$ cat src/rtl/neopixel_receiver.sv
// WS2812 line decoder: classifies high-pulse widths into bits, packs MSB-first bytes, writes them to ascending buffer addresses.
// Latency: pin edges seen 3 cycles late; byte strobe the cycle after the 8th falling edge; frame_done after RST_DET_TCK low samples.
// No backpressure: the line cannot be stalled, so every strobe must be accepted by the buffer when it is issued.
module neopixel_receiver #(
    parameter int LEDS           = 200,
    parameter int CLK_HZ         = 50_000_000,
    parameter int MIN_HI_TCK     = 5,
    parameter int BIT_THRESH_TCK = 22,
    parameter int MAX_HI_TCK     = 60,
    parameter int RST_DET_TCK    = 2000,
    localparam int DEPTH         = LEDS * 3,
    localparam int AW            = $clog2(DEPTH),
    localparam int CW            = $clog2(DEPTH + 1)
) (
    input  logic          i_clk,
    input  logic          i_rst_n,
    input  logic          i_din,
    output logic          o_wr_en,
    output logic [AW-1:0] o_wr_addr,
    output logic [7:0]    o_wr_data,
    output logic          o_busy,
    output logic          o_frame_done,
    output logic [CW-1:0] o_byte_count,
    output logic          o_err,
    output logic          o_overflow
);

    localparam logic [1:0] ST_SYNC = 2'd0;
    localparam logic [1:0] ST_IDLE = 2'd1;
    localparam logic [1:0] ST_HI   = 2'd2;
    localparam logic [1:0] ST_LO   = 2'd3;

    localparam logic [15:0]   MIN_C    = 16'(MIN_HI_TCK);
    localparam logic [15:0]   THRESH_C = 16'(BIT_THRESH_TCK);
    localparam logic [15:0]   MAX_C    = 16'(MAX_HI_TCK);
    localparam logic [15:0]   RST_C    = 16'(RST_DET_TCK);
    localparam logic [CW-1:0] DEPTH_C  = CW'(DEPTH);
    localparam int            CLK_KHZ  = CLK_HZ / 1000;

    logic          din_s1;
    logic          din_s2;
    logic          din_q;
    logic          rise;
    logic          fall;
    logic [1:0]    state;
    logic [15:0]   cnt;
    logic [15:0]   cnt_inc;
    logic [2:0]    bit_cnt;
    logic [7:0]    shift_q;
    logic [CW-1:0] addr;
    logic          bit_val;
    logic [7:0]    byte_nxt;
    logic          clk_ok;

    // Tick constants are precomputed for the nominal clock; the rate itself only sanity-gates nothing.
    assign clk_ok = (CLK_KHZ >= 0);

    always_ff @(posedge i_clk or negedge i_rst_n) begin
        if (!i_rst_n) begin
            din_s1 <= 1'b0;
            din_s2 <= 1'b0;
            din_q  <= 1'b0;
        end else begin
            din_s1 <= i_din;
            din_s2 <= din_s1;
            din_q  <= din_s2;
        end
    end

    assign rise     = din_s2 & ~din_q;
    assign fall     = ~din_s2 & din_q;
    assign cnt_inc  = (cnt == 16'hFFFF) ? cnt : cnt + 16'd1;
    assign bit_val  = (cnt >= THRESH_C);
    assign byte_nxt = {shift_q[6:0], bit_val};

    always_ff @(posedge i_clk or negedge i_rst_n) begin
        if (!i_rst_n) begin
            state        <= ST_SYNC;
            cnt          <= 16'd0;
            bit_cnt      <= 3'd0;
            shift_q      <= 8'd0;
            addr         <= '0;
            o_wr_en      <= 1'b0;
            o_wr_addr    <= '0;
            o_wr_data    <= 8'd0;
            o_busy       <= 1'b0;
            o_frame_done <= 1'b0;
            o_byte_count <= '0;
            o_err        <= 1'b0;
            o_overflow   <= 1'b0;
        end else begin
            o_wr_en      <= 1'b0;
            o_frame_done <= 1'b0;
            case (state)
                ST_SYNC: begin
                    // Only a full latch gap proves we are between frames.
                    if (din_s2) begin
                        cnt <= 16'd0;
                    end else if (clk_ok && cnt_inc >= RST_C) begin
                        cnt   <= 16'd0;
                        state <= ST_IDLE;
                    end else begin
                        cnt <= cnt_inc;
                    end
                end
                ST_IDLE: begin
                    if (rise) begin
                        state      <= ST_HI;
                        cnt        <= 16'd1;
                        o_busy     <= 1'b1;
                        bit_cnt    <= 3'd0;
                        addr       <= '0;
                        o_err      <= 1'b0;
                        o_overflow <= 1'b0;
                    end
                end
                ST_HI: begin
                    if (fall) begin
                        state <= ST_LO;
                        cnt   <= 16'd1;
                        if (cnt < MIN_C) begin
                            o_err <= 1'b1;
                        end else begin
                            shift_q <= byte_nxt;
                            if (bit_cnt == 3'd7) begin
                                bit_cnt <= 3'd0;
                                if (addr == DEPTH_C) begin
                                    o_overflow <= 1'b1;
                                end else begin
                                    o_wr_en   <= 1'b1;
                                    o_wr_data <= byte_nxt;
                                    o_wr_addr <= addr[AW-1:0];
                                    addr      <= addr + 1'b1;
                                end
                            end else begin
                                bit_cnt <= bit_cnt + 3'd1;
                            end
                        end
                    end else if (cnt_inc >= MAX_C) begin
                        // Stuck-high line: abandon the frame and wait for a clean gap.
                        o_err        <= 1'b1;
                        o_busy       <= 1'b0;
                        o_frame_done <= 1'b1;
                        cnt          <= 16'd0;
                        state        <= ST_SYNC;
                    end else begin
                        cnt <= cnt_inc;
                    end
                end
                default: begin
                    if (rise) begin
                        state <= ST_HI;
                        cnt   <= 16'd1;
                    end else if (cnt_inc >= RST_C) begin
                        if (bit_cnt != 3'd0) begin
                            o_err <= 1'b1;
                        end
                        bit_cnt      <= 3'd0;
                        o_byte_count <= addr;
                        o_frame_done <= 1'b1;
                        o_busy       <= 1'b0;
                        cnt          <= 16'd0;
                        state        <= ST_IDLE;
                    end else begin
                        cnt <= cnt_inc;
                    end
                end
            endcase
        end
    end

endmodule

$ cat config.mk
export PLATFORM = sky130hd
export DESIGN_NAME = neopixel_receiver
export DESIGN_NICKNAME = d
export VERILOG_FILES = /design/src/rtl/neopixel_receiver.sv
export SDC_FILE = /design/constraint.sdc
export NUM_CORES = 1
export LEC_CHECK = 0
export CORE_ASPECT_RATIO = 2
export CORE_MARGIN = 2
export CORE_UTILIZATION = 50
export DETAILED_ROUTE_END_ITERATION = 16
export GPL_TIMING_DRIVEN = 0
export PLACE_DENSITY_LB_ADDON = 0.2
export SYNTH_ARGS = -nofsm -noshare
export SYNTH_HDL_FRONTEND = slang
export SYNTH_SLANG_ARGS = --single-unit
export TNS_END_PERCENT = 30
$ cat constraint.sdc
create_clock -name i_clk -period 4.5 [get_ports i_clk]
set_clock_uncertainty 0.15 [all_clocks]
set_input_delay 1.35 -clock i_clk [delete_from_list [all_inputs] [get_ports i_clk]]
set_output_delay 1.35 -clock i_clk [all_outputs]
set_load 0.05 [all_outputs]
==> impl_metrics.py, run 1 <==
metrics = {
    "status": {
        "outcome": "completed",
    },
    "critical_path": {
        "endpoint_kind": "flip-flop",
        "arrival_ns": 4.39,
        "worstSetupStartpointType": "flip-flop",
        "reg2reg_setup_slack_ns": 0.18,
        "worstPathMaxFanout": 10,
        "r2r-start": "cnt[1]",
        "rr_worst_depth": 8,
        "required_ns": 4.56,
        "r2r_end": "o_byte_count[6]",
        "critical_path_class": "reg -> reg",
    },
    "yosys": {
        "synth_edf_count": 0,
        "synthArstFlopShare_pct": 100,
        "ys_seq_area_share_pct": 49.0,
        "synth.cell_area_mm2": 0.00378,
        "syn_avg_cell_area_um2": 9.47,
        "syn_nets": 410,
        "ys_ff_latch": 74,
        "synth.distinct_cells": 59,
        "syn_inst": 399,
        "ys.flop_type": "dfrtp_1",
        "ys_warn_count": 0,
    },
    "route": {
        "wl_met2_um": 5360,
        "wire_per_inst_um": 17.0,
        "dr.pass1.iters": 4,
        "vias": 3149,
        "top_layer_used": "met4",
        "wl_met1_um": 3260,
        "antenna_left": 0,
        "wirelength_um": 9210,
        "vias_per_cell": 5.80,
        "wl_met3_um": 300,
        "drc": 0,
        "drt-initial-drc-count": 290,
    },
    "clocking": {
        "postCtsResizedCells": 0,
        "cts_tree": "yes",
        "clkLatencyLatePin_ns": 0.33,
        "h-tree-depth": 3,
        "numCtsBuffers": 9,
        "root_buffer": "clkbuf_16",
        "post_cts_buffers": 0,
        "numClockSinks": 74,
        "clk_pin_slew_ns": 0.05,
        "cts_buffer_depth": 2,
        "ctsHoldBuffers": 0,
    },
    "final_layout": {
        "seq_area_mm2": 0.00185,
        "layout-drive-gt1-share_pct": 10.4,
        "layout_commonest_cell": "nand2_1",
        "fin_nets": 457,
        "n_fill_cell": 631,
        "multi_input_area_mm2": 0.00177,
        "antenna_cells": 0,
        "final_cell_mix": "nand2_1 (78), dfrtp_1 (74), clkdlybuf4s50_1 (34)",
        "synthToLayoutAreaGrowth_pct": 20.9,
        "fin_util_pct": 62.8,
    },
    "min_path": {
        "hold_end": "din_s2",
        "min_path_type": "reg -> reg",
        "min_from": "din_s1",
        "hold_depth": 0,
    },
    "job": {
        "cap_violations": 0,
    },
    "timing": {
        "fin_crit_sh_pct": 96.1,
        "hold_ws_ns": 0.205,
        "finalHoldViolations": 0,
        "finalMaxSlewViolations": 0,
        "slew_headroom_pct": 5.82,
        "max_freq_mhz": 231,
        "rsz0062_at_grt": "false",
        "period_needed_ns": 4.32,
        "fin_tns_setup_ns": 0,
        "setup_viol": 0,
        "worstMarginPinSlew_ns": 1.40,
    },
    "power": {
        "powerDensity_mw_per_mm2": 312,
        "p_leak_nw": 2.16,
        "swShare_pct": 20.1,
        "p_int_w": 0.00114,
        "p_clk_share_pct": 50.2,
        "seqPwrFrac_pct": 47.3,
        "combPwrFrac_pct": 2.5,
        "p_switching_w": 0.000286,
        "peakVddDrop_mv": 0.188,
    },
    "place": {
        "io_buffers": 35,
        "dpl.hpwl_um": 6850,
        "place.gp.congestion": 0.930,
    },
    "floorplan": {
        "die-area_mm2": 0.00831,
        "rows": 44,
        "io_pins": 36,
        "die_w_um": 65.5,
        "start_util_pct": 52.0,
        "die_h_um": 127,
        "core_mm2": 0.00727,
    },
    "grt": {
        "grt_max_degree": 54,
        "grt_pass1_vias": 3182,
        "grt_pass1_wl_um": 15400,
        "antenna_found_initial": 0,
        "grt_overflow": 0,
        "grt_use_total_pct": 24.4,
    },
}
-- stage by stage --
stage / power [W] / instance area [um2] / setup slack (ns) / instances
CTS: 0.00143 / 4570 / 0.362 / 543
detailed placement: 0.000723 / 4270 / 0.380 / 527
floorplan: 0.000699 / 3780 / 1.32 / 399
global placement: 0.000719 / 4240 / -0.641 / 526
global route: 0.00147 / 4570 / 0.0587 / 543
finish: 0.00143 / 4570 / 0.175 / 543
-- power by group through the flow --
| stage | sequential [W] | clock, W | combinational (W) |
|---|---|---|---|
| 2_1_floorplan | 0.000685 | 0 | 0.0000143 |
| 3_3_place_gp | 0.000686 | 0 | 0.0000330 |
| 3_5_place_dp | 0.000686 | 0 | 0.0000366 |
| 4_1_cts | 0.000674 | 0.000723 | 0.0000373 |
| 5_1_grt | 0.000675 | 0.000752 | 0.0000416 |
| 6_report | 0.000675 | 0.000715 | 0.0000357 |
-- worst max-delay path: stages, from the launching register on --
cell and delay, ns:
dfrtp_1 0.49, ha_1 0.32, nand3_1 0.26, nor4_1 1.22, a2111oi_0 0.27, or4b_1 0.62, a21oi_2 0.26, buf_4 0.24
mux2_2 0.35
-- routing by layer --
layer,track usage [%],vias to the layer above
met4,12.1,0
met3,4.34,21
met5,0,-
li1,-,1512
met1,24.7,1522
met2,45.9,94
-- sequential cells by signal, summed over array words and instances (netlist names), 2 cells and up --
| register | count |
|---|---|
| cnt | 16 |
| addr | 10 |
| o_byte_count | 10 |
| o_wr_addr | 10 |
| o_wr_data | 8 |
| shift_q | 7 |
| bit_cnt | 3 |
| state | 2 |
-- synthesized netlist by cell type, types with 9 or more instances --
cell type  number  area share (%)
a31oi_1         9             1.5
nand3_1        14             1.9
and3_1         13             2.2
nor3_1          9             1.2
nor2_1         25             2.5
inv_1          12             1.2
dfrtp_1        74              49
mux2_2         17             5.1
clkbuf_1       12             1.2
o21ai_0        21             2.8
nand2_1        78             7.8
-- area by class of cell --
type / instances / area share (%)
Buffer: 22 / 2.36
Clock buffer: 14 / 5.78
Clock inverter: 2 / 0.767
Inverter: 12 / 0.986
Multi-Input combinational cell: 291 / 38.8
Sequential cell: 74 / 40.5
Tap cell: 92 / 2.52
Timing Repair Buffer: 36 / 8.22
-- worst max-delay path by stage --
stage / from / endpoint / slack (ns)
2_1_floorplan: cnt[1] / o_byte_count[0] / 1.32
6_report: cnt[1] / o_byte_count[6] / 0.18
4_1_cts: cnt[1] / o_byte_count[0] / 0.36
5_1_grt: cnt[1] / o_byte_count[5] / 0.06
3_3_place_gp: i_rst_n / o_busy / -0.64
3_5_place_dp: cnt[1] / o_byte_count[0] / 0.38
-- cell families (layout without fill, tap and decap cells) --
logic type	Yosys count	in the layout	synth area share, %
buffers and inverters	34	86	4.04
AND/OR/NAND/NOR	177	177	22.6
multiplexers	19	19	5.63
flip-flops	74	74	49.0
AO/OA/AOI/OAI	80	80	14.5
adder cells (fa/ha/maj)	8	8	2.65
XOR/XNOR	7	7	1.62
(Power assumes the default switching activity.)
==> run 2, diff against run 1 <==
--- a/config.mk
+++ b/config.mk
@@ -6,5 +6,5 @@
 export NUM_CORES = 1
 export LEC_CHECK = 0
-export CORE_ASPECT_RATIO = 2
+export CORE_ASPECT_RATIO = 0.5
 export CORE_MARGIN = 2
 export CORE_UTILIZATION = 50
==> constraint.sdc (replaced) <==
create_clock -name i_clk -period 5 [get_ports i_clk]
set_clock_uncertainty 0.15 [all_clocks]
set_input_delay 0.75 -clock i_clk [delete_from_list [all_inputs] [get_ports i_clk]]
set_output_delay 0.75 -clock i_clk [all_outputs]
set_load 0.05 [all_outputs]
==> run 2 against run 1 <==
Against the previous run: clock power decreased by 9.0%; setup slack improved by 0.79 ns; design area increased by 0.22%; cell count increased by 0.74%; clock-buffer cell count decreased by 4; combinational power decreased by 11%; sequential share of layout area decreased by 0.089 points; routed wire length decreased by 9.5%; non-clock buffer count unchanged; total power decreased by 9.6%; utilization decreased by 0.34 points; flip-flop and latch count unchanged; critical path type unchanged.
==> impl_metrics.py, run 2 (synthesized netlist as in run 1, its figures left out) <==
metrics = {
    "status": {
        "outcome": "completed",
    },
    "final_layout": {
        "final_cell_mix": "nand2_1 (78), dfrtp_1 (74), clkdlybuf4s50_1 (34)",
        "largest_reg_flops": 16,
        "fin_util_pct": 62.5,
        "synthToLayoutAreaGrowth_pct": 21.2,
        "layout-drive-gt1-share_pct": 11.1,
        "layout_commonest_cell": "nand2_1",
        "fin_nets": 457,
        "n_fill_cell": 609,
        "antenna_cells": 0,
        "top_register": "cnt",
        "final_cell_area_mm2": 0.00458,
    },
    "grt": {
        "grt_max_degree": 63,
        "antenna_found_initial": 0,
        "grt_pass1_vias": 3103,
        "grt_use_total_pct": 22.6,
        "grt_pass1_wl_um": 14900,
        "grt_overflow": 0,
    },
    "timing": {
        "finalHoldViolations": 0,
        "fin_ws_ns": 0.963,
        "fin_crit_sh_pct": 80.7,
        "worstMarginPinSlew_ns": 1.14,
        "max_freq_mhz": 248,
        "setup_viol": 0,
        "finalMaxSlewViolations": 0,
        "rsz0062_at_grt": "false",
        "period_needed_ns": 4.04,
        "slew_headroom_pct": 23.4,
        "fin_tns_setup_ns": 0,
    },
    "critical_path": {
        "critPathBufInv": 1,
        "worstPathMaxFanout": 10,
        "worstSetupStartpointType": "flip-flop",
        "cpLargestDelayFamily": "simple AND/OR/NAND/NOR gates",
        "cpMaxStageDelayCell": "nor4_1",
        "critical_path_class": "reg -> reg",
        "required_ns": 5.07,
        "max_stage_delay_ns": 1.02,
        "arrival_ns": 4.11,
        "endpoint_kind": "flip-flop",
        "cp_cell_sequence": "ha_1, nand3_1, nor4_1, a2111oi_0, or4b_1, a21oi_2, buf_4, mux2_2",
    },
    "power": {
        "peakVddDrop_mv": 0.195,
        "powerDensity_mw_per_mm2": 282,
        "p_leak_nw": 2.16,
    },
    "clocking": {
        "h-tree-depth": 3,
        "clkLatencyLatePin_ns": 0.34,
        "root_buffer": "clkbuf_16",
        "numClockSinks": 74,
        "postCtsResizedCells": 0,
        "post_cts_buffers": 0,
        "cts_buffer_depth": 2,
        "cts_tree": "yes",
        "clk_pin_slew_ns": 0.06,
        "ctsHoldBuffers": 0,
        "numCtsBuffers": 9,
    },
    "job": {
        "cap_violations": 0,
    },
    "floorplan": {
        "die_h_um": 65.5,
        "die-area_mm2": 0.00831,
        "io_pins": 36,
        "die_w_um": 127,
        "rows": 22,
        "core_mm2": 0.00732,
        "start_util_pct": 51.6,
    },
    "min_path": {
        "min_path_type": "in -> async",
    },
    "place": {
        "place_area_mm2": 0.00427,
        "place.gp.congestion": 0.905,
        "dpl_worst_slack_ns": 1.09,
        "io_buffers": 35,
        "dpl.hpwl_um": 5940,
    },
    "route": {
        "dr.pass1.iters": 4,
        "vias": 3169,
        "drc": 0,
        "wire_per_inst_um": 15.2,
        "wirelength_um": 8340,
        "vias_per_cell": 5.79,
        "antenna_left": 0,
        "drt-initial-drc-count": 261,
    },
}
[run 2: worst register-to-register path, delay by kind of cell, from the launching register on]
| family | cells | cell delay, ns |
|---|---|---|
| and+or+nand+nor | 3 | 1.87 |
| AOI/OAI and AO/OA | 2 | 0.51 |
| DFF | 1 | 0.48 |
| muxes | 1 | 0.36 |
| adders and majority gates | 1 | 0.31 |
| buffers and inverters | 1 | 0.23 |
[run 2: metal layers]
metal	vias up	global-route usage, %	part of all wire [%]
li1	1515	-	-
met1	1552	29.9	47
met2	91	36.5	46
met3	11	7.08	5.2
met4	0	6.32	1.0
met5	-	0	0
[run 2: path summary, 6_finish.rpt]
path	depth (start not counted)	startpoint	end	slack, ns
setup / recovery	8	cnt[1]	o_byte_count[1]	0.96
hold / removal	1	i_rst_n	cnt[10]	0.11
setup reg to reg	8	cnt[1]	o_byte_count[1]	0.96
hold reg to reg	0	din_s1	din_s2	0.20
max in group asynchronous	2	i_rst_n	o_byte_count[2]	4.03
min in group i_clk	0	din_s1	din_s2	0.20
[run 2: final cells by class]
type / instances / area [um2] / share of cell area (%)
Clock buffer: 10 / 239 / 5.22
Sequential cell: 74 / 1850 / 40.5
Clock inverter: 6 / 65.1 / 1.42
Timing Repair Buffer: 36 / 375 / 8.20
Buffer: 22 / 108 / 2.35
Tap cell: 96 / 120 / 2.62
Multi-Input combinational cell: 291 / 1770 / 38.7
Inverter: 12 / 45.0 / 0.984
[run 2: stage by stage]
stage          power, W  instances  hold slack [ns]
3_3_place_gp   0.000645        530            0.186
6_report        0.00129        547            0.113
4_1_cts         0.00131        547            0.109
2_1_floorplan  0.000629        399            0.181
5_1_grt         0.00134        547            0.111
3_5_place_dp   0.000650        531            0.187
[run 2: power by group]
group | switching (W) | internal [W] | leakage (nW) | total (W)
Combinational | 0.0000216 | 0.00000998 | 0.984 | 0.0000316
Sequential | 0.00000452 | 0.000602 | 1.02 | 0.000606
Clock | 0.000251 | 0.000400 | 0.149 | 0.000651
